$ cat config.mk
export PLATFORM = sky130hd
export DESIGN_NAME = arm_fetch_stage
export DESIGN_NICKNAME = d
export VERILOG_FILES = /design/src/rtl/arm_fetch_stage_pkg.sv /design/src/rtl/arm_fetch_stage_inst_rom.sv /design/src/rtl/arm_fetch_stage.sv
export SDC_FILE = /design/constraint.sdc
export NUM_CORES = 1
export LEC_CHECK = 0
export CAP_MARGIN = 20
export CORE_MARGIN = 2
export CORE_UTILIZATION = 45
export CTS_BUF_LIST = sky130_fd_sc_hd__clkbuf_4
export CTS_CLUSTER_SIZE = 30
export DETAILED_ROUTE_END_ITERATION = 6
export PLACE_DENSITY = 0.79
export SLEW_MARGIN = 20
export SYNTH_ARGS = -nofsm -noshare
export SYNTH_HDL_FRONTEND = slang
export SYNTH_SLANG_ARGS = --single-unit
$ cat constraint.sdc
create_clock -name Clk -period 2.23 [get_ports Clk]
set_input_delay 0.446 -clock Clk [delete_from_list [all_inputs] [get_ports Clk]]
set_output_delay 0.446 -clock Clk [all_outputs]
set_load 0.1 [all_outputs]
$ cat src/rtl/arm_fetch_stage_pkg.sv
`default_nettype none
// ============================================================================
// Module      : arm_fetch_stage_pkg
// Description : Constants and helpers shared by the IF stage and its ROM.
// Revision    : 1.0 - initial release
// ============================================================================
package arm_fetch_stage_pkg;

  localparam logic [31:0] NOP_INSTR = 32'h0000_0000;
  localparam logic [31:0] RESET_PC  = 32'h0000_0000;
  localparam logic [31:0] PC_STEP   = 32'd4;

  // Clears the two byte-offset bits so every fetch address is word aligned
  function automatic logic [31:0] align_word(input logic [31:0] addr);
    return {addr[31:2], 2'b00};
  endfunction

endpackage
`default_nettype wire

$ cat src/rtl/arm_fetch_stage_inst_rom.sv
`default_nettype none
// ============================================================================
// Module      : inst_rom
// Description : Byte-organised instruction ROM with a combinational,
//               big-endian 32-bit word read. The address is reduced to the
//               ROM width, so larger PCs alias into the array.
// Revision    : 1.0 - initial release
// ============================================================================
module inst_rom
  import arm_fetch_stage_pkg::*;
#(
  parameter int MEM_BYTES = 256,
  parameter int ADDR_W    = 8
) (
  input  logic [ADDR_W-1:0] addr,
  output logic [31:0]       data
);

  // Preloaded from outside through the hierarchy (imem.Mem); never written here
  logic [7:0] Mem [0:MEM_BYTES-1];

  logic [ADDR_W-1:0] a0;
  logic [ADDR_W-1:0] a1;
  logic [ADDR_W-1:0] a2;
  logic [ADDR_W-1:0] a3;

  // Word-aligned byte addresses; alignment means the four bytes never wrap
  always_comb begin
    a0 = {addr[ADDR_W-1:2], 2'b00};
    a1 = {addr[ADDR_W-1:2], 2'b01};
    a2 = {addr[ADDR_W-1:2], 2'b10};
    a3 = {addr[ADDR_W-1:2], 2'b11};
  end

  // Lowest address holds the most significant byte
  assign data = {Mem[a0], Mem[a1], Mem[a2], Mem[a3]};

endmodule
`default_nettype wire

$ cat src/rtl/arm_fetch_stage.sv
`default_nettype none
// ============================================================================
// Module      : arm_fetch_stage
// Description : Instruction fetch stage. Holds the PC, reads the ROM word at
//               PC and registers it with PC+4 and a valid bit into IF/ID.
//               Branch redirect flushes IF/ID; stall freezes all state.
// Revision    : 1.0 - initial release
// ============================================================================
module arm_fetch_stage
  import arm_fetch_stage_pkg::*;
#(
  parameter int MEM_BYTES = 256,
  parameter int ADDR_W    = 8,
  parameter int CNT_W     = 16
) (
  input  logic             Clk,
  input  logic             Reset,
  input  logic             stall_f,
  input  logic             branch_taken,
  input  logic [31:0]      branch_target,
  output logic [31:0]      PC,
  output logic [31:0]      IF_ID_instruction,
  output logic [31:0]      IF_ID_pc_plus4,
  output logic             IF_ID_valid,
  output logic [CNT_W-1:0] fetch_count
);

  logic [31:0]      pc_q,        pc_d;
  logic [31:0]      instr_q,     instr_d;
  logic [31:0]      pc_plus4_q,  pc_plus4_d;
  logic             valid_q,     valid_d;
  logic [CNT_W-1:0] count_q,     count_d;

  logic [31:0]      rom_word;
  logic [31:0]      pc_next_seq;
  logic             unused_tgt_lsbs;

  // Offset bits of the redirect address are discarded by alignment
  assign unused_tgt_lsbs = ^branch_target[1:0];

  inst_rom #(
    .MEM_BYTES (MEM_BYTES),
    .ADDR_W    (ADDR_W)
  ) imem (
    .addr (pc_q[ADDR_W-1:0]),
    .data (rom_word)
  );

  assign pc_next_seq = pc_q + PC_STEP;

  // Next-state selection: redirect beats stall, stall beats advance
  always_comb begin
    pc_d       = pc_q;
    instr_d    = instr_q;
    pc_plus4_d = pc_plus4_q;
    valid_d    = valid_q;
    count_d    = count_q;
    if (branch_taken) begin
      pc_d       = align_word(branch_target);
      instr_d    = NOP_INSTR;
      pc_plus4_d = 32'd0;
      valid_d    = 1'b0;
    end else if (!stall_f) begin
      pc_d       = pc_next_seq;
      instr_d    = rom_word;
      pc_plus4_d = pc_next_seq;
      valid_d    = 1'b1;
      if (count_q != {CNT_W{1'b1}}) begin
        count_d = count_q + CNT_W'(1);
      end
    end
  end

  // PC, IF/ID register and fetch counter with synchronous reset
  always_ff @(posedge Clk) begin
    if (Reset) begin
      pc_q       <= RESET_PC;
      instr_q    <= NOP_INSTR;
      pc_plus4_q <= 32'd0;
      valid_q    <= 1'b0;
      count_q    <= '0;
    end else begin
      pc_q       <= pc_d;
      instr_q    <= instr_d;
      pc_plus4_q <= pc_plus4_d;
      valid_q    <= valid_d;
      count_q    <= count_d;
    end
  end

  assign PC                = pc_q;
  assign IF_ID_instruction = instr_q;
  assign IF_ID_pc_plus4    = pc_plus4_q;
  assign IF_ID_valid       = valid_q;
  assign fetch_count       = count_q;

endmodule
`default_nettype wire

# After elaboration in Yosys (flattened, before gate mapping)
# Index checks and enable logic that the tools add are counted.
[word_totals]
register_bits = 113
inputBits = 36
out_inout_bits = 113
wordCells = 16
[classes]
addsub = 2
eq_ne = 2
muxes = 2
bitwise_logic = 2
reduce_logical = 2
[op_table]
columns = ["operator", "count"]
rows = [
  ["32-bit two-way mux", 2],
  ["32-bit by 3-bit adder with 32-bit output (second input constant)", 1],
  ["16-bit by 1-bit adder with 16-bit output (second input constant)", 1],
  ["16-bit inequality test (second input constant)", 1],
  ["3-bit AND reduction", 1],
  ["2-bit by 1-bit inequality test with 1-bit output (second input constant)", 1],
  ["1-bit inverter", 2],
  ["2-bit OR reduction", 1],
]

# Logic depth before layout (Yosys ltp)
# Gate-level depths: netlist of run 1.
[logic_depth]
ltp_word = 3
ltp_mapped = 7

# Hierarchy
# From an unflattened synthesis of run 1, not the netlist that was laid out.
[hier_totals]
hier_cells = 637
area_unflattened_um2 = 5451.5
[by_module_without_submodules]
columns = ["mod", "instances", "cells_per_inst", "area_each_um2", "seq_area_each_um2"]
rows = [
  ["arm_fetch_stage", 1, 604, 5207.5, 2182.1],
  ["inst_rom", 1, 33, 244.0, 0.0],
]

# Worst setup path before layout of run 1
# No wires, ideal clock.
[synth_path]
path_kind = "reg-to-reg"
start = "register pc_q[14] (netlist: PC[14])"
end = "register pc_q[23] (netlist: PC[23])"
setup_time_ps = 80
t_arrival_ps = 2853
path_slack_ps = -703
stages_incl_launch_ff = 7
n_path_buf = 1
period_less_slack_ps = 2933
path_cell_list = "dfxtp_1 -> buf_2 -> nand3_1 -> or4_4 -> or4_4 -> xor2_1 -> a211oi_2"
[synth_between]
elab_chain_len = 3
[synth_rtl]
columns = ["element", "line_no", "source"]
rows = [
  ["start, declared", "arm_fetch_stage.sv:28", "logic [31:0] pc_q, pc_d;"],
  ["start signal, assigned", "arm_fetch_stage.sv:83", "pc_q <= pc_d;"],
  ["32-bit by 3-bit adder with 32-bit output", "arm_fetch_stage.sv:49", "assign pc_next_seq = pc_q + PC_STEP;"],
  ["32-bit two-way mux", "arm_fetch_stage.sv:63", "end else if (!stall_f) begin"],
  ["32-bit two-way mux", "arm_fetch_stage.sv:58", "if (branch_taken) begin"],
]
# Every way passes these cells. The select of a mux whose other input is x is not followed.
# A chain may end at the register's enable or synchronous reset.

# Worst setup path in the final report of run 1
[layout_path]
start = "register pc_q[12] (netlist: PC[12])"
end = "register pc_q[23] (netlist: PC[23])"
# The elaborated chain is that of the path after synthesis.

==> impl_metrics.toml, run 1 <==
[final_layout]
final_cell_mix = "buf_4, nor2_1, dfxtp_1"
utilization_pct = 59.5
fill_cells = 830
final_common_cell = "buf_4"
area_delta_synth_final_pct = 29.5
antennaDiodeCount = 0
nNetsFinal = 670
finalNonFillerCells = 748
drive_gt1_share_pct = 24.3

[global_route]
grt_util_met3_pct = 5.29
grt_use_met1_pct = 29.5
grt_pass1_vias = 3654
grt_pass1_wl_mm = 17.7
top_usage_layer = "met2"
antenna_found_initial = 0
grtUsageTotal_pct = 21.9
grt_max_degree = 44
gr-total-overflow = 0
grt_use_met2_pct = 34.9

[placement]
dpl.cell_count = 732
dpl_worst_slack_ns = -0.147
port_buffers = 110
hpwl_mm = 8.18
routabilityCongestion = 0.826

[cts]
clock_latency_ns = 0.41
htreeDepth = 3
clock_path_buffers = 2
cts.repair.resized = 0
cts_setup_buffers = 0
cts_root_buf = "clkbuf_4"
cts_made_buffers = 9
cts_tree = "yes"
path_clk_slew_ns = 0.13
cts_sinks = 77
hold_buffers = 0

[floorplanning]
ios = 149
placement_rows = 35
die_w_um = 100
start_util_pct = 45.9
coreArea_um2 = 9110
die_h_um = 100
die_area_um2 = 10100

[sta]
max_freq_ghz = 0.484
tightest_slew_ns = 0.587
finalCritPeriodShare_pct = 92.6
skew_ns = 0.0176
rsz0062_at_grt = "no"
hold_viol = 0
maxSlewViolCount = 0
period_minus_slack_ns = 2.07
setup_violations = 0
fin_ws_ns = 0.164
slew_headroom_pct = 60.6

[logic_synthesis]
yosys_register_bits = 77
synthArstFlopShare_pct = 0
synthFlopType = "dfxtp_1"
syn_inst = 525
synth_cell_types = 45
synth_area_per_cell_um2 = 7.97
synth_edf_count = 0
netlist_area_um2 = 4180
yosysSeqAreaShare_pct = 36.9
yosysWarnings = 0

[drt]
drt_wl_total_mm = 11.2
vias_per_cell = 5.33
vias = 3990
ant_nets = 0
wire_per_inst_um = 15.0
drt_iter0_drc = 216
drt-pass1-iter-count = 4
drc = 0

[power]
ir_worst_vdd_uv = 412
p_comb_share_pct = 29.1
p_leak_nw = 2.09
p_int_w = 0.00224
p_seq_share_pct = 41.7
p_sw_w = 0.00141
swShare_pct = 38.7
power_density_nw_per_um2 = 674
pwr-share-clk_pct = 29.3

[worst_setup_path]
cp_cell_sequence = "nand4_4 > or4_4 > or4_4 > xor2_1 > a211oi_2"
cp.required_ns = 2.55
worstSetupPathType = "register to register"
crit_arrival_ns = 2.39
critPathSlowestCell = "or4_4"
cpMostUsedCell = "or4_4"
cp-end-kind = "register"
critPathLaunchType = "register"
critPathMaxFanout = 7
cp_slowest_stage_delay_ns = 0.52

[run_status]
status = "finished, final reports clean"

[worst_hold_path]
worstHoldPathType = "register to register"

[job]
max-cap-violations = 0
logic make-up (layout without fill, tap and decap cells):
group                      after synthesis  count (layout)  share of synthesized area (%)
other                                    1              36                         0.0897
buffers and inverters                   83             160                           10.8
adders and majority gates                2               2                          0.598
xor gates and xnor gates                63              63                           13.2
DFF                                     77              77                           36.9
AOI/OAI and AO/OA                      102             102                           14.2
and+or+nand+nor                        193             193                           23.3
muxes                                    4               4                          0.957
metrics by stage:
stage	area, µm²	TNS, ns	total power, W	hold slack, ns
6_report	5420	0	0.00365	0.468
5_1_grt	5420	0	0.00379	0.495
4_1_cts	5420	0	0.00368	0.474
3_5_place_dp	5230	-0.334	0.00261	0.443
3_3_place_gp	5230	-0.130	0.00260	0.436
2_1_floorplan	4410	-0.0663	0.00244	0.580
cells in the mapped netlist, drive strengths merged (2+ instances only):
cell	n	area share [%]
dfxtp	77	37
nor2	62	5.6
a21oi	44	5.3
buf	43	7.2
nand2	37	3.3
xnor2	33	6.9
xor2	30	6.3
clkbuf	29	2.6
o21ai	26	3.1
a211oi	21	3.9
nand3	19	2.3
nor3	19	2.3
nand4	18	3.1
nor4	11	1.8
inv	9	0.81
and3	5	0.75
a31oi	4	0.60
mux2i	4	0.96
or3	4	0.60
nand3b	3	0.54
or4	3	0.72
a311oi	2	0.42
clkinv	2	0.18
ha	2	0.60
nor2b	2	0.30
o21a	2	0.36
or2	2	0.30
path summary, 6_finish.rpt:
path / from / endpoint / slack, ns / depth (start not counted)
max reg2reg: PC[12]$_SDFFE_PP0P_ / PC[23]$_SDFFE_PP0P_ / 0.16 / 5
min: IF_ID_valid$_SDFFE_PP0N_ / IF_ID_valid$_SDFFE_PP0N_ / 0.47 / 1
min reg2reg: IF_ID_valid$_SDFFE_PP0N_ / IF_ID_valid$_SDFFE_PP0N_ / 0.47 / 1
max: PC[12]$_SDFFE_PP0P_ / PC[23]$_SDFFE_PP0P_ / 0.16 / 5
layout make-up:
type	count	area, µm²	area share, %
Clock buffer	11	82.6	1.52
Multi-Input combinational cell	400	2320	42.9
Clock inverter	5	98.8	1.83
Inverter	11	41.3	0.762
Timing Repair Buffer	133	1110	20.4
Sequential cell	77	1630	30.0
Tap cell	111	139	2.56
power groups by stage:
stage	Sequential (W)	Combinational (W)	Clock, W
floorplan	0.00193	0.000511	0
global placement	0.00155	0.00105	0
detailed placement	0.00155	0.00106	0
CTS	0.00152	0.00106	0.00110
global route	0.00153	0.00110	0.00116
finish	0.00152	0.00106	0.00107
worst max-delay path, delay by kind of cell (launching register included):
family | cells | cell delay, ns
flops | 1 | 0.42
simple gates | 3 | 1.19
xor+xnor | 1 | 0.16
compound gates | 1 | 0.21
flip-flops by register name, summed over array words and instances, names as in the netlist:
register	cells
IF_ID_valid	1
PC	30
IF_ID_pc_plus4	30
fetch_count	16
per-layer routing:
metal | up-vias | share of wire (%)
met4 | 0 | 1.1
li1 | 1963 | -
met2 | 161 | 46
met5 | - | 0
met3 | 11 | 7.4
met1 | 1855 | 45
Note: power is estimated with default switching activity, not from simulation.
==> inputs of run 2 (changes only) <==
DONT_BUFFER_PORTS = 1   (was unset)
PLACE_DENSITY = 0.59   (was 0.79)
==> impl_metrics.toml, run 2 (synthesis results as in run 1) <==
[sta]
tightest_slew_ns = 0.634
skew_ns = 0.0223
maxSlewViolCount = 0
rsz0062_at_grt = "no"
max_freq_ghz = 0.492
slew_headroom_pct = 57.5
hold_viol = 0
finalCritPeriodShare_pct = 91.2
period_minus_slack_ns = 2.03
setup_violations = 0

[cts]
cts_made_buffers = 9
cts.repair.resized = 0
clock_latency_ns = 0.42
htreeDepth = 3
cts_setup_buffers = 0
cts_tree = "yes"
path_clk_slew_ns = 0.13
hold_buffers = 0
clock_path_buffers = 2
cts_root_buf = "clkbuf_4"
cts_sinks = 77

[worst_setup_path]
cp_cell_sequence = "buf_4 > nand3_1 > nor4_1 > nand3_1 > xor2_1 > a211oi_1"
crit_arrival_ns = 2.36
critPathMaxFanout = 7
cp_slowest_stage_delay_ns = 0.45
critPathSlowestCell = "nor4_1"
cp-end-kind = "register"
cpMostUsedCell = "nand3_1"
critPathLaunchType = "register"
worstSetupPathType = "register to register"
rrSetupSlack_ns = 0.20
cp.required_ns = 2.56

[power]
ir_worst_vdd_uv = 282
power_density_nw_per_um2 = 684
p_leak_nw = 1.89

[floorplanning]
start_util_pct = 45.9
die_h_um = 100
placement_rows = 35
die_w_um = 100
coreArea_um2 = 9110
ios = 149
die_area_um2 = 10100

[drt]
drt_wl_total_mm = 10.8
drt_iter0_drc = 149
vias = 3701
drt-pass1-iter-count = 4
wire_per_inst_um = 15.3
vias_per_cell = 5.24
drc = 0
ant_nets = 0

[global_route]
grt_max_degree = 49
antenna_found_initial = 0
grt_pass1_wl_mm = 17.0
gr-total-overflow = 0
grt_pass1_vias = 3370
grtUsageTotal_pct = 21.4

[final_layout]
fill_cells = 929
final_cell_mix = "buf_4, nor2_1, dfxtp_1"
nNetsFinal = 628
utilization_pct = 54.4
final_common_cell = "buf_4"
antennaDiodeCount = 0
finalNonFillerCells = 706
drive_gt1_share_pct = 24.0
area_delta_synth_final_pct = 18.5

[placement]
hpwl_mm = 7.97
port_buffers = 0
routabilityCongestion = 0.879
dpl.cell_count = 690

[job]
max-cap-violations = 0

[worst_hold_path]
worstHoldPathType = "input pin to register"

[run_status]
status = "finished, final reports clean"
==> run 2: cell type report <==
class	count	area (µm²)	area share [%]
repair buffers	91	683	13.8
clock inverters	7	80.1	1.61
well taps	111	139	2.80
multi-input cells	400	2320	46.8
inverters	11	41.3	0.833
flip-flops and latches	77	1630	32.8
clock buffers	9	67.6	1.36
==> run 2: worst paths after layout <==
kind / depth (start not counted) / to / from
worst max-delay path: 6 / PC[18]$_SDFFE_PP0P_ / PC[8]$_SDFFE_PP0P_
worst max register to register: 6 / PC[18]$_SDFFE_PP0P_ / PC[8]$_SDFFE_PP0P_
worst min register to register: 1 / IF_ID_valid$_SDFFE_PP0N_ / IF_ID_valid$_SDFFE_PP0N_
worst min-delay path: 1 / fetch_count[7]$_SDFFE_PP0P_ / Reset
==> run 2: report_power, final <==
group / switching (W) / internal [W]
combinational: 0.000848 / 0.000157
sequential: 0.0000429 / 0.00143
clock: 0.000476 / 0.000439
total: 0.00137 / 0.00202
==> run 2: metrics by stage <==
stage                     area (µm²)  setup slack [ns]  hold WS [ns]  total power (W)  TNS (ns)
after global placement          4810             0.242         0.437          0.00250         0
after CTS                       4960             0.166        0.0552          0.00342         0
after global routing            4960           0.00928        0.0431          0.00353         0
after detailed placement        4810             0.191         0.458          0.00251         0
final                           4960             0.196        0.0780          0.00339         0
after floorplan                 4410           -0.0663         0.580          0.00244   -0.0663
==> run 2: metal layers <==
metal / wire (µm) / track usage (%)
met5: 0 / 0
met4: 112 / 6.22
met3: 878 / 6.62
met2: 4790 / 33.7
met1: 5000 / 28.2
==> run 2: critical path, delay by kind of cell (launching register included) <==
kind	cells	cell delay (ns)
AO/OA/AOI/OAI	1	0.23
flip-flops	1	0.36
AND/OR/NAND/NOR	3	0.88
buffers and inverters	1	0.32
XOR/XNOR	1	0.16
